## config.mk

```make
export PLATFORM = sky130hd
export DESIGN_NAME = tile_cfg_loader
export DESIGN_NICKNAME = d
export VERILOG_FILES = /design/src/rtl/tile_cfg_loader.sv
export SDC_FILE = /design/constraint.sdc
export NUM_CORES = 1
export LEC_CHECK = 0
export BUFFER_PORTS_ARGS = -buffer_cell sky130_fd_sc_hd__buf_2
export CORE_MARGIN = 5
export CORE_UTILIZATION = 30
export CTS_BUF_LIST = sky130_fd_sc_hd__clkbuf_4
export DETAILED_ROUTE_END_ITERATION = 8
export GPL_TIMING_DRIVEN = 0
export PLACE_DENSITY_LB_ADDON = 0.3
export SETUP_SLACK_MARGIN = 0.3
export SLEW_MARGIN = 0
export SYNTH_ARGS = -nofsm -noshare
export SYNTH_HDL_FRONTEND = slang
export SYNTH_SLANG_ARGS = --single-unit
```

## constraint.sdc

```tcl
create_clock -name clk -period 2 [get_ports clk]
set_input_delay 0.4 -clock clk [delete_from_list [all_inputs] [get_ports clk]]
set_output_delay 0.4 -clock clk [all_outputs]
set_load 0.01 [all_outputs]
```

## src/rtl/tile_cfg_loader.sv

```systemverilog
// Serial configuration loader: streams cfg words LSB-first into one of CHAIN_NUM
// scan chains, optionally comparing the returned stream against what is sent.
module tile_cfg_loader #(
    parameter int CHAIN_NUM = 2,
    parameter int WORD_W    = 8,
    parameter int LEN_W     = 10,
    parameter int SEL_W     = 1
) (
    input  logic                 clk,
    input  logic                 rst_n,
    input  logic                 start,
    input  logic [SEL_W-1:0]     chain_sel,
    input  logic [LEN_W-1:0]     chain_len,
    input  logic                 verify,
    input  logic [WORD_W-1:0]    cfg_data,
    input  logic                 cfg_valid,
    output logic                 cfg_ready,
    output logic [CHAIN_NUM-1:0] scan_in_bus,
    output logic [CHAIN_NUM-1:0] scan_en_bus,
    input  logic [CHAIN_NUM-1:0] scan_out_bus,
    output logic                 busy,
    output logic                 done,
    output logic                 mismatch,
    output logic                 cfg_err
);
    localparam int BIT_W = $clog2(WORD_W + 1);

    typedef enum logic [1:0] {IDLE, LOAD, SHIFT, FIN} state_t;

    state_t            r_state;
    state_t            w_state_nxt;
    logic [SEL_W-1:0]  r_sel;
    logic [LEN_W-1:0]  r_rem;
    logic              r_verify;
    logic [WORD_W-1:0] r_sreg;
    logic [BIT_W-1:0]  r_word_bits;
    logic              r_mismatch;
    logic              r_cfg_err;

    logic w_accept;
    logic w_sel_bad;
    logic w_handshake;
    logic w_shift;
    logic w_ret_bit;

    assign w_accept    = (r_state == IDLE) && start;
    assign w_sel_bad   = (32'(chain_sel) >= 32'(CHAIN_NUM));
    assign w_handshake = (r_state == LOAD) && cfg_valid;
    assign w_shift     = (r_state == SHIFT);

    assign mismatch = r_mismatch;
    assign cfg_err  = r_cfg_err;

    always_ff @(posedge clk or negedge rst_n) begin
        if (!rst_n) begin
            r_state <= IDLE;
        end else begin
            r_state <= w_state_nxt;
        end
    end

    always_comb begin
        w_state_nxt = r_state;
        cfg_ready   = 1'b0;
        busy        = 1'b1;
        done        = 1'b0;
        case (r_state)
            IDLE: begin
                busy = 1'b0;
                if (start) begin
                    // Illegal or empty jobs finish without touching any chain.
                    if (w_sel_bad || (chain_len == '0)) begin
                        w_state_nxt = FIN;
                    end else begin
                        w_state_nxt = LOAD;
                    end
                end
            end
            LOAD: begin
                cfg_ready = 1'b1;
                if (cfg_valid) begin
                    w_state_nxt = SHIFT;
                end
            end
            SHIFT: begin
                if (r_rem <= LEN_W'(1)) begin
                    w_state_nxt = FIN;
                end else if (r_word_bits <= BIT_W'(1)) begin
                    w_state_nxt = LOAD;
                end
            end
            FIN: begin
                done        = 1'b1;
                w_state_nxt = IDLE;
            end
            default: begin
                w_state_nxt = IDLE;
            end
        endcase
    end

    always_comb begin
        scan_en_bus = '0;
        scan_in_bus = '0;
        w_ret_bit   = 1'b0;
        for (int unsigned i = 0; i < CHAIN_NUM; i++) begin
            if (r_sel == SEL_W'(i)) begin
                scan_en_bus[i] = w_shift;
                scan_in_bus[i] = w_shift & r_sreg[0];
                w_ret_bit      = scan_out_bus[i];
            end
        end
    end

    always_ff @(posedge clk or negedge rst_n) begin
        if (!rst_n) begin
            r_sel       <= '0;
            r_rem       <= '0;
            r_verify    <= 1'b0;
            r_sreg      <= '0;
            r_word_bits <= '0;
            r_mismatch  <= 1'b0;
            r_cfg_err   <= 1'b0;
        end else begin
            if (w_accept) begin
                r_sel      <= chain_sel;
                r_rem      <= chain_len;
                r_verify   <= verify;
                r_mismatch <= 1'b0;
                r_cfg_err  <= w_sel_bad;
            end
            if (w_handshake) begin
                r_sreg      <= cfg_data;
                r_word_bits <= BIT_W'(WORD_W);
            end
            if (w_shift) begin
                r_sreg <= r_sreg >> 1;
                if (r_rem != '0) begin
                    r_rem <= r_rem - 1'b1;
                end
                if (r_word_bits != '0) begin
                    r_word_bits <= r_word_bits - 1'b1;
                end
                // Verify re-sends the expected image, so chain contents survive the pass.
                if (r_verify && (w_ret_bit != r_sreg[0])) begin
                    r_mismatch <= 1'b1;
                end
            end
        end
    end

endmodule
```

* Word-level counts from Yosys, hierarchy flattened
Cells that the tools add are included.
** Operators by class
- Order comparisons :: 2
- Reduce and logical (&&, ||, !) cells :: 9
- Bitwise gates (word level) :: 1
- Add/sub/neg operators :: 2
- Eq/ne operators :: 7
- Muxes and demuxes :: 25
** Operators by type and width (number)
- $mux W10 :: 3
- $mux W8 :: 2
- $mux W4 :: 3
- $mux W1 :: 11
- $le A10 B1 Y1 const B :: 1
- $logic_not A10 Y1 :: 1
- $mux W2 :: 5
- $reduce_bool A10 Y1 :: 1
- $sub A10 B1 Y10 const B :: 1
- $pmux W2 S4 :: 1
- $eq A2 B2 Y1 const B :: 2
- $le A4 B1 Y1 const B :: 1
- $ne A2 B2 Y1 const B :: 2
- $reduce_bool A4 Y1 :: 1
- $sub A4 B1 Y4 const B :: 1
- $logic_and A1 B1 Y1 :: 3
- $ne A3 B1 Y1 const B :: 1
- $reduce_and A3 Y1 :: 1
- $eq A2 B1 Y1 const B :: 1
- $logic_not A2 Y1 :: 1
- $reduce_bool A2 Y1 :: 1
- $and A1 B1 Y1 :: 1
- $ne A1 B1 Y1 :: 1
** Storage, ports and cells
- Flip-flop bits (word level) :: 27

* Depth between registers and ports, before layout
Gate-level depths: netlist of run 1.
- Depth in word-level cells :: 5
- Depth in mapped cells :: 7
- Depth with buffers taken out :: 6

* Least setup slack after synthesis of run 1
No wires, ideal clock.
- Kind :: flip-flop to flip-flop
- Start point :: register r_rem[7]
- End point :: register r_rem[8]
- Cell stages (with the launch flop) :: 6
- Clock period less this slack :: 1.871 ns
- Arrival time :: 1.748 ns
- Library setup time :: 0.123 ns
- Slack :: 0.129 ns
- Data required time :: 1.877 ns
- Cells stage by stage :: dfrtp_1 > or4_4 > o41a_1 > buf_6 > o31ai_4 > nor2_1
** Between the ends
- Cells in the longest elaborated chain, start to end :: 3
- Elaborated cells between the ends (all ways) :: 4
- Classes of those cells :: add/sub (1); mux (2); reduce/logical (1)
** RTL lines
- start, declared :: line 33 : logic [LEN_W-1:0] r_rem;
- start signal, assigned :: line 127 : r_rem <= chain_len;
- start signal, assigned :: line 139 : r_rem <= r_rem - 1'b1;
- $sub A10 B1 Y10 / $reduce_bool A10 Y1 (equally long branches) :: line 139, 138
- $mux W10 (*) :: line 138 : if (r_rem != '0) begin
- $mux W10 (*) :: line 136 : if (w_shift) begin
Mark *: on every way between the ends. The rest lies on a longest branch, timed or not.
A chain may end at the register's enable or synchronous reset.

* Worst setup path in the final report of run 1
- Start point :: register r_state[1]
- End point :: output scan_in_bus[1]
** Between the ends
- Cells in the longest elaborated chain, start to end :: 3
** RTL lines
- start, declared :: line 30 : state_t r_state;
- start signal, assigned :: line 58 : r_state <= w_state_nxt;
- $eq A2 B2 Y1 :: line 49 : assign w_shift = (r_state == SHIFT);
- $and A1 B1 Y1 :: line 109 : scan_in_bus[i] = w_shift & r_sreg[0];
- $mux W1 :: line 107 : if (r_sel == SEL_W'(i)) begin
- end, declared :: line 18 : output logic [CHAIN_NUM-1:0] scan_in_bus,
No other way between the ends.

==> results of run 1 <==
-- metal layers --
| layer | routed length [µm] | track usage, % | up-vias |
|---|---|---|---|
| met4 | 20 | 2.23 | 0 |
| met5 | 0 | 0 | - |
| met3 | 184 | 2.87 | 2 |
| met1 | 2010 | 17.4 | 678 |
| met2 | 1950 | 20.8 | 32 |
| li1 | - | - | 731 |
-- critical path: cells and delay by family, from the launching register on --
family,cells,cell delay (ns)
DFF,1,0.45
buffers and inverters,3,0.37
and+or+nand+nor,2,0.31
-- area by class of cell --
cell class,instances,area (µm²)
Buffer,8,98.8
Clock buffer,3,22.5
Clock inverter,1,7.51
Fill cell,544,2910
Inverter,9,33.8
Multi-Input combinational cell,132,976
Sequential cell,27,681
Tap cell,70,87.6
Timing Repair Buffer,50,322
-- layout by cell type, fill, tap and decap left out, drive strengths merged, types with 7 or more instances in the layout --
| cell type | Yosys | final |
|---|---|---|
| nor3 | 9 | 9 |
| clkbuf | 5 | 7 |
| dfrtp | 27 | 27 |
| buf | 3 | 54 |
| mux2i | 12 | 12 |
| nor2 | 18 | 18 |
| nand2 | 26 | 26 |
| nand3 | 7 | 7 |
| inv | 9 | 9 |
| o21ai | 11 | 11 |
-- power by group through the flow --
stage / sequential (mW) / clock (mW) / combinational (mW)
4_1_cts: 1.05 / 0.265 / 1.62
3_3_place_gp: 1.09 / 0 / 1.23
2_1_floorplan: 1.03 / 0 / 0.957
6_report: 1.06 / 0.258 / 1.77
3_5_place_dp: 1.09 / 0 / 1.25
5_1_grt: 1.10 / 0.283 / 1.96
-- worst max path at each step --
stage	from	slack, ns	to
CTS	r_state[1]$_DFFE_PN0P_	0.10	scan_in_bus[1]
detailed placement	r_state[1]$_DFFE_PN0P_	-0.08	scan_in_bus[1]
floorplan	r_rem[4]$_DFF_PN0_	0.22	r_rem[8]$_DFF_PN0_
finish	r_state[1]$_DFFE_PN0P_	0.13	scan_in_bus[1]
global route	r_state[1]$_DFFE_PN0P_	0.08	scan_in_bus[1]
global placement	r_state[1]$_DFFE_PN0P_	-0.10	scan_in_bus[1]
-- per-stage QoR --
| step | cells | setup TNS, ns |
|---|---|---|
| after floorplan | 176 | 0 |
| after CTS | 297 | 0 |
| after detailed placement | 279 | -0.132 |
| after global placement | 279 | -0.189 |
| after global routing | 300 | 0 |
| final | 300 | 0 |
-- state kept, by name, indices dropped and copies added, names as in the netlist --
signal       flops
r_state          2
r_rem           10
r_word_bits      4
r_verify         1
mismatch         1
r_sel            1
r_sreg           8
-- timing repair --
item,4_1_cts,5_1_grt
gates resized for setup,27,17
setup buffers,14,3
hold buffers,0,0
setup endpoints to repair,28,21
pin swaps,0,5
-- cell families after synthesis --
kind of cell             after synthesis  share of synthesized area [%]
other                                  1                          0.234
flip-flops                            27                           42.1
adder cells (fa/ha/maj)                5                           3.90
AO/OA/AOI/OAI                         32                           15.8
multiplexers                          13                           8.18
XOR/XNOR                               4                           2.18
AND/OR/NAND/NOR                       77                           22.9
buffers and inverters                 17                           4.68
==> summary.md, run 1 <==
In the synthesized netlist the async set-or-reset flop fraction comes to 100%. The instance count of the mapped netlist came out at 176. The core region is 5140 µm².

The run gives 4170 µm as the routed wire length. The achievable clock frequency is 535 MHz. STA classifies the critical path endpoint as an output port. The number of antenna violations at the first check in global routing came out at 0. Routability-driven placement finished with a final weighted congestion of 0.778.

In the post-synthesis netlist, the cell with the most instances is dfrtp_1. The proportion of total power due to net switching was 42.6%; the worst relative slew slack was 58.9%. Entering global routing, the biggest net connects 28 pins.

The design draws 3.08 mW. The tools report the number of sinks driven by the clock tree as 27. The largest incremental delay on the critical path was 0.45 ns; the final design instance area without fill was 2230 µm².

The logs give 0 for the final antenna diode count and 3 for the number of clock buffers inserted by TritonCTS. The area growth from synthesis to layout was 38.8%; the worst hold margin was 0.0470 ns. Dividing the final minimum period by the clock period gives 93.4%. STA puts the critical path data required time at 1.60 ns.

The ratio of total power to cell area came out at 1380 nW/µm². Across the VDD grid, the largest voltage drop is 0.581 mV. The root buffer selected by CTS is clkbuf_4. The endpoint of the lowest-slack register-to-register path was r_rem[9]$_DFF_PN0_.

Yosys attributes the largest share of cell area to dfrtp_1, mux2i_1, nand2_1, nor2_1, ha_1. The total I/O pin count was 35; the synthesized area per cell was 9.12 µm². TritonCTS built the clock tree. The critical path goes through nor2b_4, buf_8, clkbuf_16, and3_4, buf_6. The worst min-delay path class was in2async. The floorplan step defined a die boundary enclosing 6910 µm². For this design the static power due to leakage is 1.03 nW. From bottom edge to top edge, the die measures 83.2 µm. The first global-routing pass estimated 7380 µm of wire. For this run, the number of Yosys warnings is 0. Once the floorplan was initialized, standard cells occupied 31.2% of the core. After legalization and detailed placement, the total HPWL measured 2840 µm. For this block, the via count after detailed routing is 1,443. Dominant register cell in the synthesized netlist: dfrtp_1. The share of post-route cells with drive strength above 1 works out to 38.7%.

The signal arrival time at the worst endpoint is 1.47 ns. OpenSTA, run right after detailed placement, puts the worst setup slack at -0.0806 ns. H-tree depth: 1. Setup repair after global routing could not meet its margin everywhere. In the final routed layout, each cell accounts on average for 13.9 µm. The logs give 0.15 ns for the slack of the worst reg-to-reg path and 43.4% for the post-layout utilization of the core.

The run finished with clean final reports. The share of total power dissipated in sequential elements is 34.3%. For the share of total power in combinational logic, the log shows 57.3%.

The library cell occupying the most area in the post-synthesis netlist is dfrtp_1. After synthesis, the largest area contributor takes up 42.1% of total cell area. The die extent in x came out at 83.2 µm.

The distinct cell type count after synthesis is 42, and the least setup slack across all paths after layout is 0.132 ns. The internal power was 1.77 mW; the minimum clock period was 1.87 ns. Once placement finished, the instance area stood at 1880 µm².

Synthesis produced a netlist with a net count of 207. The setup path with the least slack is of type reg2out. The synthesized netlist occupies a cell area of 1610 µm².

The depth of the worst register-to-register path was 5; the post-layout net count was 262. Synthesis inferred 27 register bits. The tools report the sequential share of the synthesized area as 42.1%. For this run the aggregate overflow at the end of global routing stands at 0. The count of final max-slew check failures is 0, and the number of routed nets with antenna violations is 0. For this block, the initial DRC count from the detailed router was 65. The reg-to-reg critical path startpoint is r_rem[4]$_DFF_PN0_. For this design, the slowest cell found on the critical path is dfrtp_2.

Across the run, the number of max-cap violations was 0. The count of flip-flops with a built-in enable after synthesis was 0; the via count of the first global-routing pass was 1,547. The aggregate global-route resource usage was 12.7%; the actual transition at the worst max-transition pin was 0.617 ns. The later pin in the worst-skew pair is clocked with a latency of 0.34 ns. For this run, the detailed router's first-pass iteration total came to 4.

The share of total power dissipated in the clock network is 8.4%. The maximum count of clock buffers along a single path was 2. The routed via count divided by cell count came out at 4.81. The commonest cells after synthesis are dfrtp_1, nand2_1, nor2_1, mux2i_1, o21ai_0.

STA classifies the critical path startpoint as a register. The count of buffers added on input and output ports is 33. Setup violations remaining at the end of the flow were counted as 0. In this run the core area contains 26 standard-cell rows. Across the routed clock network, the largest skew measured is 0.000931 ns. Maximum fanout along the worst path: 4. The logs give 0 for the total count of hold-check failures in the final report and 1.31 mW for the switching power. Clock slew seen by the registers of the worst setup and hold paths: 0.16 ns. The post-route DRC violation count is 0.
No activity file was read; power rests on OpenSTA's default activity.
==> run 2, diff against run 1 <==
--- a/config.mk
+++ b/config.mk
@@ -5,6 +5,7 @@
 export SDC_FILE = /design/constraint.sdc
 export NUM_CORES = 1
 export LEC_CHECK = 0
+export ABC_AREA = 1
 export BUFFER_PORTS_ARGS = -buffer_cell sky130_fd_sc_hd__buf_2
 export CORE_MARGIN = 5
 export CORE_UTILIZATION = 30
@@ -13,6 +14,7 @@
 export GPL_TIMING_DRIVEN = 0
 export PLACE_DENSITY_LB_ADDON = 0.3
 export SETUP_SLACK_MARGIN = 0.3
+export SKIP_LAST_GASP = 1
 export SLEW_MARGIN = 0
 export SYNTH_ARGS = -nofsm -noshare
 export SYNTH_HDL_FRONTEND = slang
==> run 2 against run 1 <==
Clock skew increased by 0.0060 ns. Worst setup slack improved by 0.0086 ns. Total power decreased by 2.9%. Critical endpoint is now scan_in_bus[0]. Area after synthesis increased by 6.5%.
==> summary.md, run 2 <==
The logs give 57 (was 65) for the initial DRC count and 1710 µm² (was 1610 µm²) for the post-synth design cell area. The number of search-and-repair iterations in the first detailed-routing pass was 4 (unchanged). Count of buffers from port buffering: 33 (unchanged). Library cell occupying the most area in the post-synthesis netlist: dfrtp_1 (unchanged).

The critical path endpoint is scan_in_bus[0] (was scan_in_bus[1]). The area share of fa/ha/maj cells after synthesis works out to 3.66% (was 3.90%). The run gives 31.0% (was 31.2%) as the initial cell density of the core. The first-pass GRT wire length is 6760 µm (was 7380 µm), and the routed via count divided by cell count is 4.48 (was 4.81).

The largest incremental delay on the critical path works out to 0.44 ns (was 0.45 ns). The worst relative slew slack was 57.9% (was 58.9%). The area of the placeable core is 5510 µm² (was 5140 µm²). The XOR/XNOR share of the synthesized area is 3.59% (was 2.18%), and the post-layout net count is 314 (was 262).

Least setup slack across all paths after layout: 0.141 ns (was 0.132 ns). The top cell type's share of synthesized area works out to 39.5% (was 42.1%). The total power is 2.99 mW (was 3.08 mW), and the count of flip-flops with a built-in enable after synthesis is 0 (unchanged). Worst-case setup slack after placement: 0.364 ns (was -0.0806 ns). The synthesized area per cell came out at 7.21 µm² (was 9.12 µm²).

Startpoint type of the worst setup path: a register (unchanged). The maximum fanout along the worst path is 5 (was 4), and the ratio of total power to cell area is 1430 nW/µm² (was 1380 nW/µm²). The area growth from synthesis to layout is 22.3% (was 38.8%). Total of warnings raised by yosys: 0 (unchanged). The final critical-path share of the clock period is 92.9% (was 93.4%). Share of post-route cells with drive strength above 1: 25.9% (was 38.7%). The register with the highest flop count is r_rem (unchanged). The final weighted congestion of routability-driven global placement is 0.851 (was 0.778), and the sequential share of the synthesized area is 39.5% (was 42.1%).

The die extent in x was 85.5 µm (was 83.2 µm). The worst min-delay path class is in2async (unchanged). The endpoint of the lowest-slack register-to-register path is r_rem[0]$_DFF_PN0_ (was r_rem[9]$_DFF_PN0_). TritonCTS built the clock tree.

The mean routed wirelength per cell is 11.8 µm (was 13.9 µm), and the number of setup violations in the final report is 0 (unchanged). The number of synthesized register bits was 27 (unchanged). The main combinational cell family by area after synthesis was simple AND/OR/NAND/NOR gates (unchanged). The slack of the worst reg-to-reg path is 0.47 ns (was 0.15 ns). For the summed negative setup slack over all endpoints, the log shows 0 ns (unchanged). For the source-to-sink clock delay at the later pin of the worst-skew pair, the log shows 0.34 ns (about the same). The run finished with clean final reports. The number of sinks driven by the clock tree was 27 (unchanged). The tools report the reg-to-reg critical path startpoint as r_state[1]$_DFFE_PN0P_ (was r_rem[4]$_DFF_PN0_). For the instance count of the mapped netlist, the log shows 237 (was 176). The dominant register cell in the synthesized netlist was dfrtp_1 (unchanged). The routed wire length is 4190 µm (was 4170 µm).

Setup repair after global routing could not meet its margin everywhere. The total I/O pin count is 35 (unchanged). Cell-by-cell trace of the critical path: nor2_4, inv_2, buf_6, buf_8, nor3_4, buf_2 (was nor2b_4, buf_8, clkbuf_16, and3_4, buf_6).

The logs give 0 (unchanged) for the post-route DRC violation count and 3060 µm (was 2840 µm) for the placed wire-length estimate. The minimum clock period is 1.86 ns (was 1.87 ns). The depth of the worst register-to-register path was 8 (was 5); the worst clock skew on the final layout was 0.00695 ns (was 0.000931 ns). The H-tree depth is 1 (unchanged), and the count of final max-slew check failures is 0 (unchanged). Commonest cells in the synthesized netlist: nand2_1, o21ai_0, inv_1, dfrtp_1, nor2_1 (was dfrtp_1, nand2_1, nor2_1, mux2i_1, o21ai_0).

Highest-count cells in the layout ignoring fill and taps: nand2_1, buf_2, o21ai_0 (was buf_2, nand2_1, dfrtp_1). Compound-cell area share of the yosys netlist: 14.3% (was 15.8%). The cell with the most instances after synthesis is nand2_1 (was dfrtp_1).

The distinct cell type count after synthesis is 23 (was 42). The net count after synthesis was 268 (was 207); the number of flip-flops under the largest register name was 10 (unchanged). The tools report the final antenna diode count as 0 (unchanged). The filler cell count is 602 (was 544). Actual transition at the worst max-transition pin: 0.631 ns (was 0.617 ns). The type of the setup path with the least slack was reg2out (unchanged). The maximum count of clock buffers along a single path is 2 (unchanged). Top post-synthesis cells by area: dfrtp_1, nand2_1, o21ai_0, inv_1, nor2_1 (was dfrtp_1, mux2i_1, nand2_1, nor2_1, ha_1).

The cell with the largest stage delay on the worst path is dfrtp_1 (was dfrtp_2). The tools report the largest net degree at the start of global routing as 28 (unchanged). The total count of hold-check failures in the final report came out at 0 (unchanged).

The run gives 11.4% (was 12.7%) as the aggregate global-route resource usage. The number of clock buffers inserted by TritonCTS was 3 (unchanged); the maximum vdd drop was 0.346 mV (was 0.581 mV). The worst setup path startpoint was r_state[0]$_DFFE_PN0P_ (was r_state[1]$_DFFE_PN0P_). The overall die area was 7310 µm² (was 6910 µm²); the proportion of register bits with asynchronous set or reset after synthesis was 100% (unchanged). The portion of netlist area occupied by mux cells is 0% (was 8.18%), and the number of max-capacitance violations reported is 0 (unchanged). The count of vias placed by the detailed router was 1,585 (was 1,443). The tools report the root buffer selected by CTS as clkbuf_4 (unchanged). The y dimension of the die is 85.5 µm (was 83.2 µm), and the number of routed nets with antenna violations is 0 (unchanged).

The run gives 0 (unchanged) as the residual overflow from global routing. The number of antenna violations at the first check in global routing came out at 0 (unchanged). The kind of end point of the critical path is an output port (unchanged). The clock slew seen by the registers of the worst setup and hold paths was 0.16 ns (about the same); the number of placement rows was 27 (was 26). The logs give 1,485 (was 1,547) for the via count of the first global-routing pass and 538 MHz (was 535 MHz) for the achievable clock frequency. The logs give 1.60 ns (about the same) for the required time at the worst-slack endpoint and 1.07 nW (was 1.03 nW) for the reported leakage power. The signal arrival time at the worst endpoint was 1.46 ns (was 1.47 ns); the simple logic cell fraction of the synthesized area was 28.1% (was 22.9%). Largest registers ranked by flip-flop count: r_rem x10, r_sreg x8, r_word_bits x4 (unchanged). The most common library cell in the layout ignoring fill and taps was nand2_1 (was buf_2).
-- run 2: cells by family (layout without fill, tap and decap cells) --
group           count (synthesis)  in the layout
simple gates                  117            117
buf+inv                        37             82
fa+ha+maj                       5              5
xor+xnor                        7              7
flops                          27             27
compound gates                 43             43
other cells                     1              1
-- run 2: worst min path at each step --
stage	end	from
floorplan	mismatch$_DFF_PN0_	rst_n
global placement	mismatch$_DFF_PN0_	rst_n
detailed placement	r_rem[3]$_DFF_PN0_	rst_n
CTS	r_rem[3]$_DFF_PN0_	rst_n
global route	mismatch$_DFF_PN0_	rst_n
finish	mismatch$_DFF_PN0_	rst_n
-- run 2: layout make-up --
| cell class | instances | area, µm² | share of cell area [%] |
|---|---|---|---|
| Timing Repair Buffer | 41 | 225 | 10.8 |
| Multi-Input combinational cell | 173 | 890 | 42.5 |
| Inverter | 31 | 116 | 5.57 |
| Sequential cell | 27 | 676 | 32.3 |
| Tap cell | 72 | 90.1 | 4.31 |
| Clock buffer | 4 | 30.0 | 1.44 |
| Buffer | 6 | 63.8 | 3.05 |
-- run 2: per-layer routing --
layer	routed length, µm	vias up	global-route usage [%]	part of all wire (%)
met5	0	-	0	0
li1	-	835	-	-
met4	34	0	2.16	0.81
met1	1900	727	13.5	45
met3	168	4	3.01	4.0
met2	2090	19	20.8	50
-- run 2: worst max-delay path, delay by kind of cell (launching register included) --
kind,cells,cell delay [ns]
AND/OR/NAND/NOR,2,0.25
flip-flops,1,0.44
buffers and inverters,4,0.43
-- run 2: power breakdown --
| part | switching, mW | internal [mW] |
|---|---|---|
| Combinational | 1.01 | 0.701 |
| Sequential | 0.208 | 0.808 |
| Clock | 0.178 | 0.0920 |
-- run 2: repair_timing --
action,in CTS,in global routing
buffers inserted,5,3
gates resized for setup,4,5
endpoints found under the setup margin,4,11
hold buffers,0,0
hold endpoints to repair,0,0
pin swaps,1,3
gates cloned,0,0
-- run 2: per-stage QoR --
stage / cells / area [µm²] / hold slack (ns) / utilization (%)
2_1_floorplan: 237 / 1710 / 0.104 / -
3_3_place_gp: 342 / 1960 / 0.462 / 35.7
3_5_place_dp: 342 / 1960 / 0.470 / 35.7
4_1_cts: 351 / 2050 / 0.0634 / 37.2
5_1_grt: 354 / 2090 / 0.0773 / 38.0
6_report: 354 / 2090 / 0.0480 / 38.0
